--- src/rtl/video_pkg.sv ---
// Shared definitions for the raster generator: default 640x480@60 timing,
// the pixel type, and the eight colour-bar values with their lookup.
// Used by video_timing_gen and video_tpg.
package video_pkg;

    // Default mode: 640x480@60, 25.2 MHz pixel clock.
    localparam int DEF_H_ACTIVE = 640;
    localparam int DEF_H_FP     = 16;
    localparam int DEF_H_SYNC   = 96;
    localparam int DEF_H_BP     = 48;
    localparam int DEF_V_ACTIVE = 480;
    localparam int DEF_V_FP     = 10;
    localparam int DEF_V_SYNC   = 2;
    localparam int DEF_V_BP     = 33;
    localparam bit DEF_H_POL    = 1'b0;
    localparam bit DEF_V_POL    = 1'b0;

    // Number of vertical colour bars in the test pattern.
    localparam int NUM_BARS = 8;

    typedef struct packed {
        logic [7:0] r;
        logic [7:0] g;
        logic [7:0] b;
    } rgb_t;

    // Colour bars, left to right.
    localparam rgb_t BAR_WHITE   = 24'hFF_FF_FF;
    localparam rgb_t BAR_YELLOW  = 24'hFF_FF_00;
    localparam rgb_t BAR_CYAN    = 24'h00_FF_FF;
    localparam rgb_t BAR_GREEN   = 24'h00_FF_00;
    localparam rgb_t BAR_MAGENTA = 24'hFF_00_FF;
    localparam rgb_t BAR_RED     = 24'hFF_00_00;
    localparam rgb_t BAR_BLUE    = 24'h00_00_FF;
    localparam rgb_t BAR_BLACK   = 24'h00_00_00;

    // Map a bar index (0 = leftmost) to its colour.
    function automatic rgb_t bar_colour(input logic [2:0] idx);
        rgb_t c;
        case (idx)
            3'd0:    c = BAR_WHITE;
            3'd1:    c = BAR_YELLOW;
            3'd2:    c = BAR_CYAN;
            3'd3:    c = BAR_GREEN;
            3'd4:    c = BAR_MAGENTA;
            3'd5:    c = BAR_RED;
            3'd6:    c = BAR_BLUE;
            default: c = BAR_BLACK;
        endcase
        return c;
    endfunction

endpackage

--- src/rtl/video_tpg.sv ---
// Colour-bar pattern lookup: eight vertical bars of H_ACTIVE/8 pixels.
// Latency: combinational; the caller registers the result.
// No flow control; output is black outside the active area.
module video_tpg
    import video_pkg::*;
#(
    parameter int H_ACTIVE = DEF_H_ACTIVE,
    parameter int HW       = 10
) (
    input  logic [HW-1:0] h_cnt,
    input  logic          active,
    output rgb_t          rgb
);

    // Modes narrower than eight pixels still get one pixel per bar.
    localparam int BAR_W = (H_ACTIVE >= NUM_BARS) ? (H_ACTIVE / NUM_BARS) : 1;
    localparam logic [HW-1:0] BAR_W_L = HW'(BAR_W);
    localparam logic [HW-1:0] LAST_BAR = HW'(NUM_BARS - 1);

    logic [HW-1:0] bar_idx;
    logic [2:0]    bar_sel;

    // Pick the bar under h_cnt; the last bar swallows any remainder pixels.
    always_comb begin
        bar_idx = h_cnt / BAR_W_L;
        bar_sel = (bar_idx > LAST_BAR) ? 3'd7 : bar_idx[2:0];
        rgb     = '0;
        if (active) begin
            rgb = bar_colour(bar_sel);
        end
    end

endmodule

--- src/rtl/video_timing_gen.sv ---
// Raster timing generator: hsync/vsync/de, pixel coordinates and line/frame
// pulses for a parameterised mode. All outputs registered one cycle after the
// counter state they describe. Optional colour bars when VIDEO_TPG_EN is defined.
module video_timing_gen
    import video_pkg::*;
#(
    parameter int H_ACTIVE = DEF_H_ACTIVE,
    parameter int H_FP     = DEF_H_FP,
    parameter int H_SYNC   = DEF_H_SYNC,
    parameter int H_BP     = DEF_H_BP,
    parameter int V_ACTIVE = DEF_V_ACTIVE,
    parameter int V_FP     = DEF_V_FP,
    parameter int V_SYNC   = DEF_V_SYNC,
    parameter int V_BP     = DEF_V_BP,
    parameter bit H_POL    = DEF_H_POL,
    parameter bit V_POL    = DEF_V_POL
) (
    input  logic                                                pixel_clk_i,
    input  logic                                                rst_i,
    output logic                                                hsync_o,
    output logic                                                vsync_o,
    output logic                                                de_o,
    output logic [$clog2(H_ACTIVE+H_FP+H_SYNC+H_BP)-1:0]        x_o,
    output logic [$clog2(V_ACTIVE+V_FP+V_SYNC+V_BP)-1:0]        y_o,
    output logic                                                line_start_o,
    output logic                                                frame_start_o,
    output logic [23:0]                                         rgb_o
);

    localparam int H_TOTAL = H_ACTIVE + H_FP + H_SYNC + H_BP;
    localparam int V_TOTAL = V_ACTIVE + V_FP + V_SYNC + V_BP;
    localparam int HW      = $clog2(H_TOTAL);
    localparam int VW      = $clog2(V_TOTAL);

    localparam logic [HW-1:0] H_LAST = HW'(H_TOTAL - 1);
    localparam logic [VW-1:0] V_LAST = VW'(V_TOTAL - 1);

    // Region bounds carry one extra bit so an end bound equal to the total
    // (zero back porch) still fits.
    localparam logic [HW:0] H_ACT_END  = (HW+1)'(H_ACTIVE);
    localparam logic [HW:0] H_SYNC_BEG = (HW+1)'(H_ACTIVE + H_FP);
    localparam logic [HW:0] H_SYNC_END = (HW+1)'(H_ACTIVE + H_FP + H_SYNC);
    localparam logic [VW:0] V_ACT_END  = (VW+1)'(V_ACTIVE);
    localparam logic [VW:0] V_SYNC_BEG = (VW+1)'(V_ACTIVE + V_FP);
    localparam logic [VW:0] V_SYNC_END = (VW+1)'(V_ACTIVE + V_FP + V_SYNC);

    logic [HW-1:0] h_cnt;
    logic [VW-1:0] v_cnt;
    logic [HW-1:0] h_nxt;
    logic [VW-1:0] v_nxt;

    logic h_active;
    logic v_active;
    logic h_in_sync;
    logic v_in_sync;
    logic de_nxt;
    logic line_nxt;
    logic frame_nxt;

    // Next raster position: h wraps every line, v advances on the h wrap.
    always_comb begin
        h_nxt = h_cnt + 1'b1;
        v_nxt = v_cnt;
        if (h_cnt == H_LAST) begin
            h_nxt = '0;
            v_nxt = (v_cnt == V_LAST) ? '0 : (v_cnt + 1'b1);
        end
    end

    // Raster counters; reset restarts the frame at (0,0) with no completion.
    always_ff @(posedge pixel_clk_i) begin
        if (rst_i) begin
            h_cnt <= '0;
            v_cnt <= '0;
        end else begin
            h_cnt <= h_nxt;
            v_cnt <= v_nxt;
        end
    end

    // Region decode of the current position, full-width unsigned compares.
    always_comb begin
        h_active  = {1'b0, h_cnt} <  H_ACT_END;
        v_active  = {1'b0, v_cnt} <  V_ACT_END;
        h_in_sync = ({1'b0, h_cnt} >= H_SYNC_BEG) && ({1'b0, h_cnt} < H_SYNC_END);
        v_in_sync = ({1'b0, v_cnt} >= V_SYNC_BEG) && ({1'b0, v_cnt} < V_SYNC_END);
        de_nxt    = h_active && v_active;
        line_nxt  = (h_cnt == '0);
        frame_nxt = (h_cnt == '0) && (v_cnt == '0);
    end

    // Output register stage: every control output describes the same position.
    always_ff @(posedge pixel_clk_i) begin
        if (rst_i) begin
            hsync_o       <= ~H_POL;
            vsync_o       <= ~V_POL;
            de_o          <= 1'b0;
            x_o           <= '0;
            y_o           <= '0;
            line_start_o  <= 1'b0;
            frame_start_o <= 1'b0;
        end else begin
            hsync_o       <= h_in_sync ? H_POL : ~H_POL;
            vsync_o       <= v_in_sync ? V_POL : ~V_POL;
            de_o          <= de_nxt;
            x_o           <= h_cnt;
            y_o           <= v_cnt;
            line_start_o  <= line_nxt;
            frame_start_o <= frame_nxt;
        end
    end

`ifdef VIDEO_TPG_EN
    rgb_t tpg_rgb;

    video_tpg #(
        .H_ACTIVE (H_ACTIVE),
        .HW       (HW)
    ) u_tpg (
        .h_cnt  (h_cnt),
        .active (de_nxt),
        .rgb    (tpg_rgb)
    );

    // Pattern registered alongside de_o so black coincides with blanking.
    always_ff @(posedge pixel_clk_i) begin
        if (rst_i) begin
            rgb_o <= '0;
        end else begin
            rgb_o <= tpg_rgb;
        end
    end
`else
    // No built-in pattern: downstream sources pixels from x_o/y_o/de_o.
    assign rgb_o = '0;
`endif

endmodule

--- config.mk ---
export PLATFORM = sky130hd
export DESIGN_NAME = video_timing_gen
export DESIGN_NICKNAME = d
export VERILOG_FILES = /design/src/rtl/video_pkg.sv /design/src/rtl/video_tpg.sv /design/src/rtl/video_timing_gen.sv
export SDC_FILE = /design/constraint.sdc
export NUM_CORES = 1
export LEC_CHECK = 0
export ABC_AREA = 1
export CAP_MARGIN = 20
export CORE_MARGIN = 1
export CORE_UTILIZATION = 48
export CTS_CLUSTER_DIAMETER = 30
export DETAILED_ROUTE_END_ITERATION = 6
export PLACE_DENSITY_LB_ADDON = 0.1
export SLEW_MARGIN = 20
export SYNTH_ARGS = -nofsm -noshare
export SYNTH_HDL_FRONTEND = slang
export SYNTH_SLANG_ARGS = --single-unit
--- constraint.sdc ---
create_clock -name pixel_clk_i -period 1.4 [get_ports pixel_clk_i]
set_input_delay 0.28 -clock pixel_clk_i [delete_from_list [all_inputs] [get_ports pixel_clk_i]]
set_output_delay 0.28 -clock pixel_clk_i [all_outputs]
set_load 0.02 [all_outputs]
======== After elaboration in Yosys (flattened, before gate mapping) ========
Cells that the tools add are included.
cells by class
  add/sub/neg operators ................... 2
  order comparisons ....................... 6
  equality and inequality tests ........... 2
  multiplexer cells ....................... 3
  reductions and logical operators ........ 7
operators with widths
  cell                   count
  $add 10x1->10 const B  2
  $eq 10x10->1 const B   2
  $logic_not 10->1       2
  $lt 10x10->1 const B   2
  $lt 10x9->1 const B    2
  $ge 10x10->1 const B   1
  $ge 10x9->1 const B    1
  $mux 10                1
  $logic_and 1x1->1      4
  $mux 1                 2
  $reduce_or 2->1        1
word-level totals
  flip-flop bits (word level) ............. 45
  input port bits ......................... 2
  output and inout port bits .............. 49

======== Depth between registers and ports, before layout ========
Gate-level depths: netlist of run 1.
  depth after elaboration ................. 3
  mapped depth ............................ 9
  mapped depth without buffers ............ 9

======== Least setup slack after synthesis of run 1 ========
No wires, ideal clock.
  path kind ............................... reg-to-reg
  start ................................... reg h_cnt[0]
  end ..................................... reg h_cnt[7]
  setup time .............................. 72 ps
  arrival time ............................ 1214 ps
  data required time ...................... 1328 ps
  setup slack ............................. 113 ps
  cell stages (with the launch flop) ...... 8
  path buffers ............................ 1
  clock period less this slack ............ 1287 ps
  path through ............................ dfxtp_1 > ha_1 > nand3_4 > clkinv_2 > nand3_2 > nand2_4 > buf_6 > nor3b_2
between the ends
  word-level cells in the longest chain between the ends .. 2
ends and longest elaborated chain
  item                                                   line                    RTL
  from (decl)                                            video_timing_gen.sv:47  logic [HW-1:0] h_cnt;
  from (signal assigned)                                 video_timing_gen.sv:76  h_cnt <= h_nxt;
  branches (longest 2 deep; another with $add 10x1->10)  --
Parallel ways; which one is timed is not known.
A chain may end at the register's enable or synchronous reset.

======== Worst setup path in the final report of run 1 ========
  start ................................... reg h_cnt[8]
  end ..................................... reg v_cnt[6]
between the ends
  word-level cells in the longest chain between the ends .. 1
ends and longest elaborated chain
  item                  line                    RTL
  $eq 10x10->1          video_timing_gen.sv:64  if (h_cnt == H_LAST) begin
  to (signal assigned)  video_timing_gen.sv:77  v_cnt <= v_nxt;
  to (decl)             video_timing_gen.sv:48  logic [VW-1:0] v_cnt;
Every way passes these cells.

==> impl_metrics.ini, run 1 <==
[status]
status = finished clean

[critical_path]
startpoint_type = flip-flop
path_class = reg2reg
end_kind = flip-flop
r2r_end = v_cnt[6]
worstRegToRegCells = 7
crit_fanout = 5
reg2reg_slack_ps = 70
crit_required_ps = 1590
r2r-start = h_cnt[8]
arrival_ps = 1520
cp-startpoint = h_cnt[8]

[floorplan]
die-area_um2 = 4470
core_um2 = 4030
num_rows = 23
die_h_um = 66.8
die_width_um = 66.8
io_pins = 51
start_util_pct = 50.1

[yosys]
ys.flop_type = dfxtp_1
synth-edff-count = 0
seq_area_frac_synth_pct = 44.6
synth_cell_types = 30
synthArstFlopShare_pct = 0
synthCells = 260
postSynthAreaPerCell_um2 = 7.76
netlist_area_um2 = 2020
synth-seq-cells = 45
yosys_warnings = 0

[min_path]
hold_depth = 2
holdPathEnd = y_o[7]
hold_path_startpoint = v_cnt[7]
hold_path.class = reg2reg

[timing]
setup_ws_ps = 68.7
fmax_mhz = 751
period_minus_slack_ps = 1330
slew_violations = 0
skew_ps = 5.59
finalHoldViolations = 0
fin_crit_sh_pct = 95.1
setup_viol = 0
rsz0062_at_grt = true

[place]
dp.cells = 342
place_ws_ps = -28.9
placed_cell_area_um2 = 2300
portBuffers = 26
place_congestion = 0.906
place_hpwl_mm = 2.86

[job]
maxCapViolCount = 0

[clock_network]
cts.sinks = 45
clock-root-buffer = clkbuf_8
cts_tree = built
clkLatencyLatePin_ps = 300
htreeDepth = 2
hold_buffers = 0
cts_buffers = 5
path_clk_slew_ps = 80
clk_path_buf_depth = 2

[drt]
drc = 0
drtIter0Drc = 75
vias = 1686
drtAntennaViolNets = 0
drt_first_pass_iters = 4
avgRoutedWirePerCell_um = 11.3
wl_mm = 4.00
vias_per_cell = 4.75

[cells_and_area]
finalNetCount = 310
stdcell_area_um2 = 2400
syn_to_final_growth_pct = 19.1
num-fill-cells = 399
final_cells = 355
drive_gt1_share_pct = 14.1
antenna_cells = 0

[grt]
grt_max_degree = 21
antenna_found_initial = 0
grt_pass1_vias = 1420
grt_pass1_wl_mm = 6.38
grt_usage_pct = 19.2
grt_overflow_total = 0

[pwr]
irDropWorstVdd_mv = 0.502
power_density_nw_per_um2 = 930
p_leak_nw = 1.15
==> per-layer routing <==
metal / share of wire, % / track usage, % / vias up
met5: 0 / 0 / -
met4: 1.9 / 8.24 / 0
met3: 6.2 / 5.14 / 8
met2: 42 / 28.9 / 65
met1: 50 / 25.6 / 757
li1: - / - / 856
==> worst max-delay path by stage <==
stage | cells after the start | slack [ps] | end
final | 7 | 70 | v_cnt[6]
after global routing | 7 | -20 | v_cnt[6]
after CTS | 9 | 30 | v_cnt[3]
after detailed placement | 6 | -30 | v_cnt[3]
after global placement | 5 | 1 | frame_start_o
after floorplan | 7 | 110 | h_cnt[7]
==> metrics by stage <==
step / util, % / total power, W / hold slack [ps] / setup TNS (ps)
finish: 59.7 / 0.00223 / 486 / 0
global route: 59.7 / 0.00234 / 529 / -46.7
CTS: 58.4 / 0.00226 / 487 / 0
detailed placement: 57.1 / 0.00151 / 476 / -63.8
global placement: 57.1 / 0.00151 / 469 / 0
floorplan: - / 0.00151 / 441 / 0
==> placed cells by master, fill, tap and decap left out, types with 4 or more instances in the layout <==
cell type      Yosys  layout
conb_1             1      24
nor3_1             4       4
dfxtp_2            0       4
dlygate4sd2_1      0      25
nand3_1           12      11
clkbuf_8           0       5
inv_1             31      29
nand2_1           41      41
dfxtp_1           45      41
nand4_1           12      12
buf_4             24      15
a21oi_1            9       9
nor2_1            51      51
==> worst max-delay path, cell delays in order, from the launching register on <==
cell     delay, ps
dfxtp_1        370
nand2_1        150
inv_2          120
nand3_2        170
nor2_4         210
nand3_1         90
nand2_1         70
nor2_1          40
==> power breakdown <==
group / total [W] / internal [W] / switching, W / leakage [nW]
Combinational: 0.000171 / 0.0000460 / 0.000125 / 0.744
Sequential: 0.00131 / 0.00130 / 0.00000931 / 0.366
Clock: 0.000756 / 0.000354 / 0.000401 / 0.0395
==> kinds of logic after synthesis <==
kind of cell / share of synthesized area, %
adders and majority gates: 2.48
buffers and inverters: 16.6
AOI/OAI and AO/OA: 2.85
and+or+nand+nor: 31.9
other: 0.186
xor gates and xnor gates: 1.30
DFF: 44.6
==> registers in the layout (all words and copies together), names as in the netlist <==
name,count
de_o,1
frame_start_o,1
h_cnt,10
hsync_o,1
line_start_o,1
v_cnt,10
vsync_o,1
x_o,10
y_o,10
==> cell type report <==
| class | count | area (um2) | area share, % |
|---|---|---|---|
| timing repair buffer | 41 | 342 | 14.2 |
| multi-input combinational | 178 | 887 | 36.9 |
| tap | 50 | 62.6 | 2.60 |
| clock buffer | 8 | 80.1 | 3.33 |
| inverter | 33 | 126 | 5.26 |
| sequential | 45 | 906 | 37.7 |
==> synth_stat cells (all sizes together), types with 2 or more instances <==
library cell | number | share of area, %
a21oi | 9 | 2.2
buf | 26 | 10
clkbuf | 2 | 0.37
dfxtp | 45 | 45
ha | 4 | 2.5
inv | 32 | 6.0
nand2 | 44 | 9.1
nand3 | 15 | 4.8
nand4 | 12 | 3.7
nor2 | 55 | 11
nor3 | 5 | 1.5
xor2 | 2 | 0.87
==> timing repair <==
action,CTS,global route
endpoints found under the setup margin,26,19
pin swaps,0,2
gates resized for setup,26,9
gates cloned,0,1
setup buffers,0,4
(Power assumes the default switching activity.)
==> run 2, diff against run 1 <==
Settings changed: CORE_UTILIZATION 48 to 56, DONT_BUFFER_PORTS from default to 1, TNS_END_PERCENT from default to 20.
Clock period 1.4 ns to 1.09 ns, I/O delays scaled along.
==> impl_metrics.ini, run 2 (synthesis gave the netlist of run 1 again) <==
[drt]
avgRoutedWirePerCell_um = 13.1
drtAntennaViolNets = 0
drt_first_pass_iters = 4
vias_per_cell = 5.00
vias = 1779
drtIter0Drc = 118
drc = 0
wl_mm = 4.66

[pwr]
power_frac_comb_pct = 7.8
report.power.total_w = 0.00283
power.switching_w = 0.000722
irDropWorstVdd_mv = 0.710
power_density_nw_per_um2 = 1100
p_sw_share_pct = 25.5
p_leak_nw = 1.14
p_clk_share_pct = 32.0
intPower_w = 0.00211
pwr-share-seq_pct = 60.2

[critical_path]
arrival_ps = 1590
path_class = reg2reg
r2r-start = h_cnt[1]
end_kind = flip-flop
crit_chain = ha_4, nand3_4, clkinv_4, nand3_4, nand2_8, buf_12, nor3b_2
crit_path_frequent_cell = nand3_4
crit_required_ps = 1390
startpoint_type = flip-flop
cp_top_family = simple AND/OR/NAND/NOR gates
r2r_end = h_cnt[7]
crit_buf_inv = 2
reg2reg_slack_ps = -200
cpPeakStageDelay_ps = 360
slowest_stage = dfxtp_2
crit_fanout = 6
worstRegToRegCells = 7

[clock_network]
path_clk_slew_ps = 130
htreeDepth = 2
cts.sinks = 45
clkLatencyLatePin_ps = 360
cts_buffers = 5
clock-root-buffer = clkbuf_4
cts_tree = built
clk_path_buf_depth = 2

[timing]
whs_ps = 189
setup_viol = 41
period_minus_slack_ps = 1290
skew_ps = 6.02
slew_violations = 0
fmax_mhz = 778
setup_ws_ps = -196
max_slew_margin_pct = 50.8
rsz0062_at_grt = true
worst-slew-pin-transition_ps = 736
fin_crit_sh_pct = 118
finalHoldViolations = 0

[place]
place_hpwl_mm = 3.09
place_ws_ps = -224
portBuffers = 0
place_congestion = 0.881

[job]
maxCapViolCount = 0

[grt]
antenna_found_initial = 0
grt_pass1_vias = 1509
grt_pass1_wl_mm = 6.75
grt_max_degree = 22
grt_overflow_total = 0
grt_usage_pct = 24.7

[min_path]
hold_path.class = in2reg
holdPathEnd = vsync_o
hold_depth = 2
hold_path_startpoint = rst_i

[floorplan]
die_h_um = 62.0
core_um2 = 3390
die-area_um2 = 3850
io_pins = 51
num_rows = 21
start_util_pct = 59.5
die_width_um = 62.0

[cells_and_area]
finalNetCount = 315
drive_gt1_share_pct = 35.5
fin_util_pct = 76.0
layout_commonest_cell = buf_4
syn_to_final_growth_pct = 27.7
final_cell_mix = 42 x buf_4, 40 x nor2_1, 37 x dfxtp_1
antenna_cells = 0

[status]
status = finished with violations
failed_checks = negative setup slack
[run 2: cell count changes in the layout (fill, tap and decap cells not counted), sizes merged]
| cell | delta |
|---|---|
| clkbuf | -1 |
| clkinv | +2 |
| clkdlybuf4s50 | -1 |
| nand2 | +1 |
| dlygate4sd3 | +1 |
| buf | +29 |
| dlygate4sd2 | -25 |
| inv | -1 |
[run 2: what timing repair did]
action                                  CTS  global route
pin swaps                                 4            11
gates resized for setup                  16            34
hold endpoints to repair                 20            20
setup buffers                             1             2
gates cloned                              1             1
endpoints found under the setup margin   22            24
[run 2: worst register-to-register path, cell delays in order (launching register included)]
cell and delay (ps):
dfxtp_2 360, ha_4 160, nand3_4 110, clkinv_4 80, nand3_4 110, nand2_8 90
buf_12 160, nor3b_2 150
[run 2: per-layer routing]
layer  vias to the layer above  share of wire (%)  track usage (%)
li1                        866                  -                -
met1                       818                 44             31.9
met2                        86                 47             38.8
met3                         9                6.9             7.66
met4                         0                1.6             9.21
met5                         -                  0                0
[run 2: final cells by class]
| class | instances | area [um2] |
|---|---|---|
| timing repair buffer | 45 | 357 |
| clock buffer | 7 | 65.1 |
| tap | 46 | 57.6 |
| clock inverter | 1 | 5.00 |
| multi-input combinational | 179 | 1050 |
| fill | 237 | 812 |
| inverter | 33 | 131 |
| sequential | 45 | 913 |
[run 2: stage by stage]
stage	instances	TNS, ps	instance area, um2
detailed placement	342	-3100	2290
global placement	342	-2530	2290
finish	356	-3310	2580
CTS	352	-2660	2430
floorplan	283	-1270	2130
global route	356	-5480	2580
[run 2: worst max-delay path by stage]
stage               startpoint  endpoint  cells past startpoint
floorplan             h_cnt[0]  h_cnt[7]                      7
global placement      v_cnt[0]  v_cnt[4]                      9
detailed placement    v_cnt[0]  v_cnt[1]                      9
CTS                   h_cnt[1]  v_cnt[5]                      8
global route          v_cnt[1]  v_cnt[2]                      9
finish                h_cnt[1]  h_cnt[7]                      7
[run 2: power groups by stage]
stage / Sequential, W / Clock (W) / Combinational, W
4_1_cts: 0.00171 / 0.000925 / 0.000180
3_3_place_gp: 0.00174 / 0 / 0.000177
2_1_floorplan: 0.00174 / 0 / 0.000207
6_report: 0.00170 / 0.000905 / 0.000221
3_5_place_dp: 0.00174 / 0 / 0.000179
5_1_grt: 0.00171 / 0.000981 / 0.000244
==> run 3, diff against run 2 <==
Settings changed: ABC_CLOCK_PERIOD_IN_PS from default to 1090.
==> results of run 3 <==
Same layout as run 2: the final DEF is identical, and so are final timing and power.
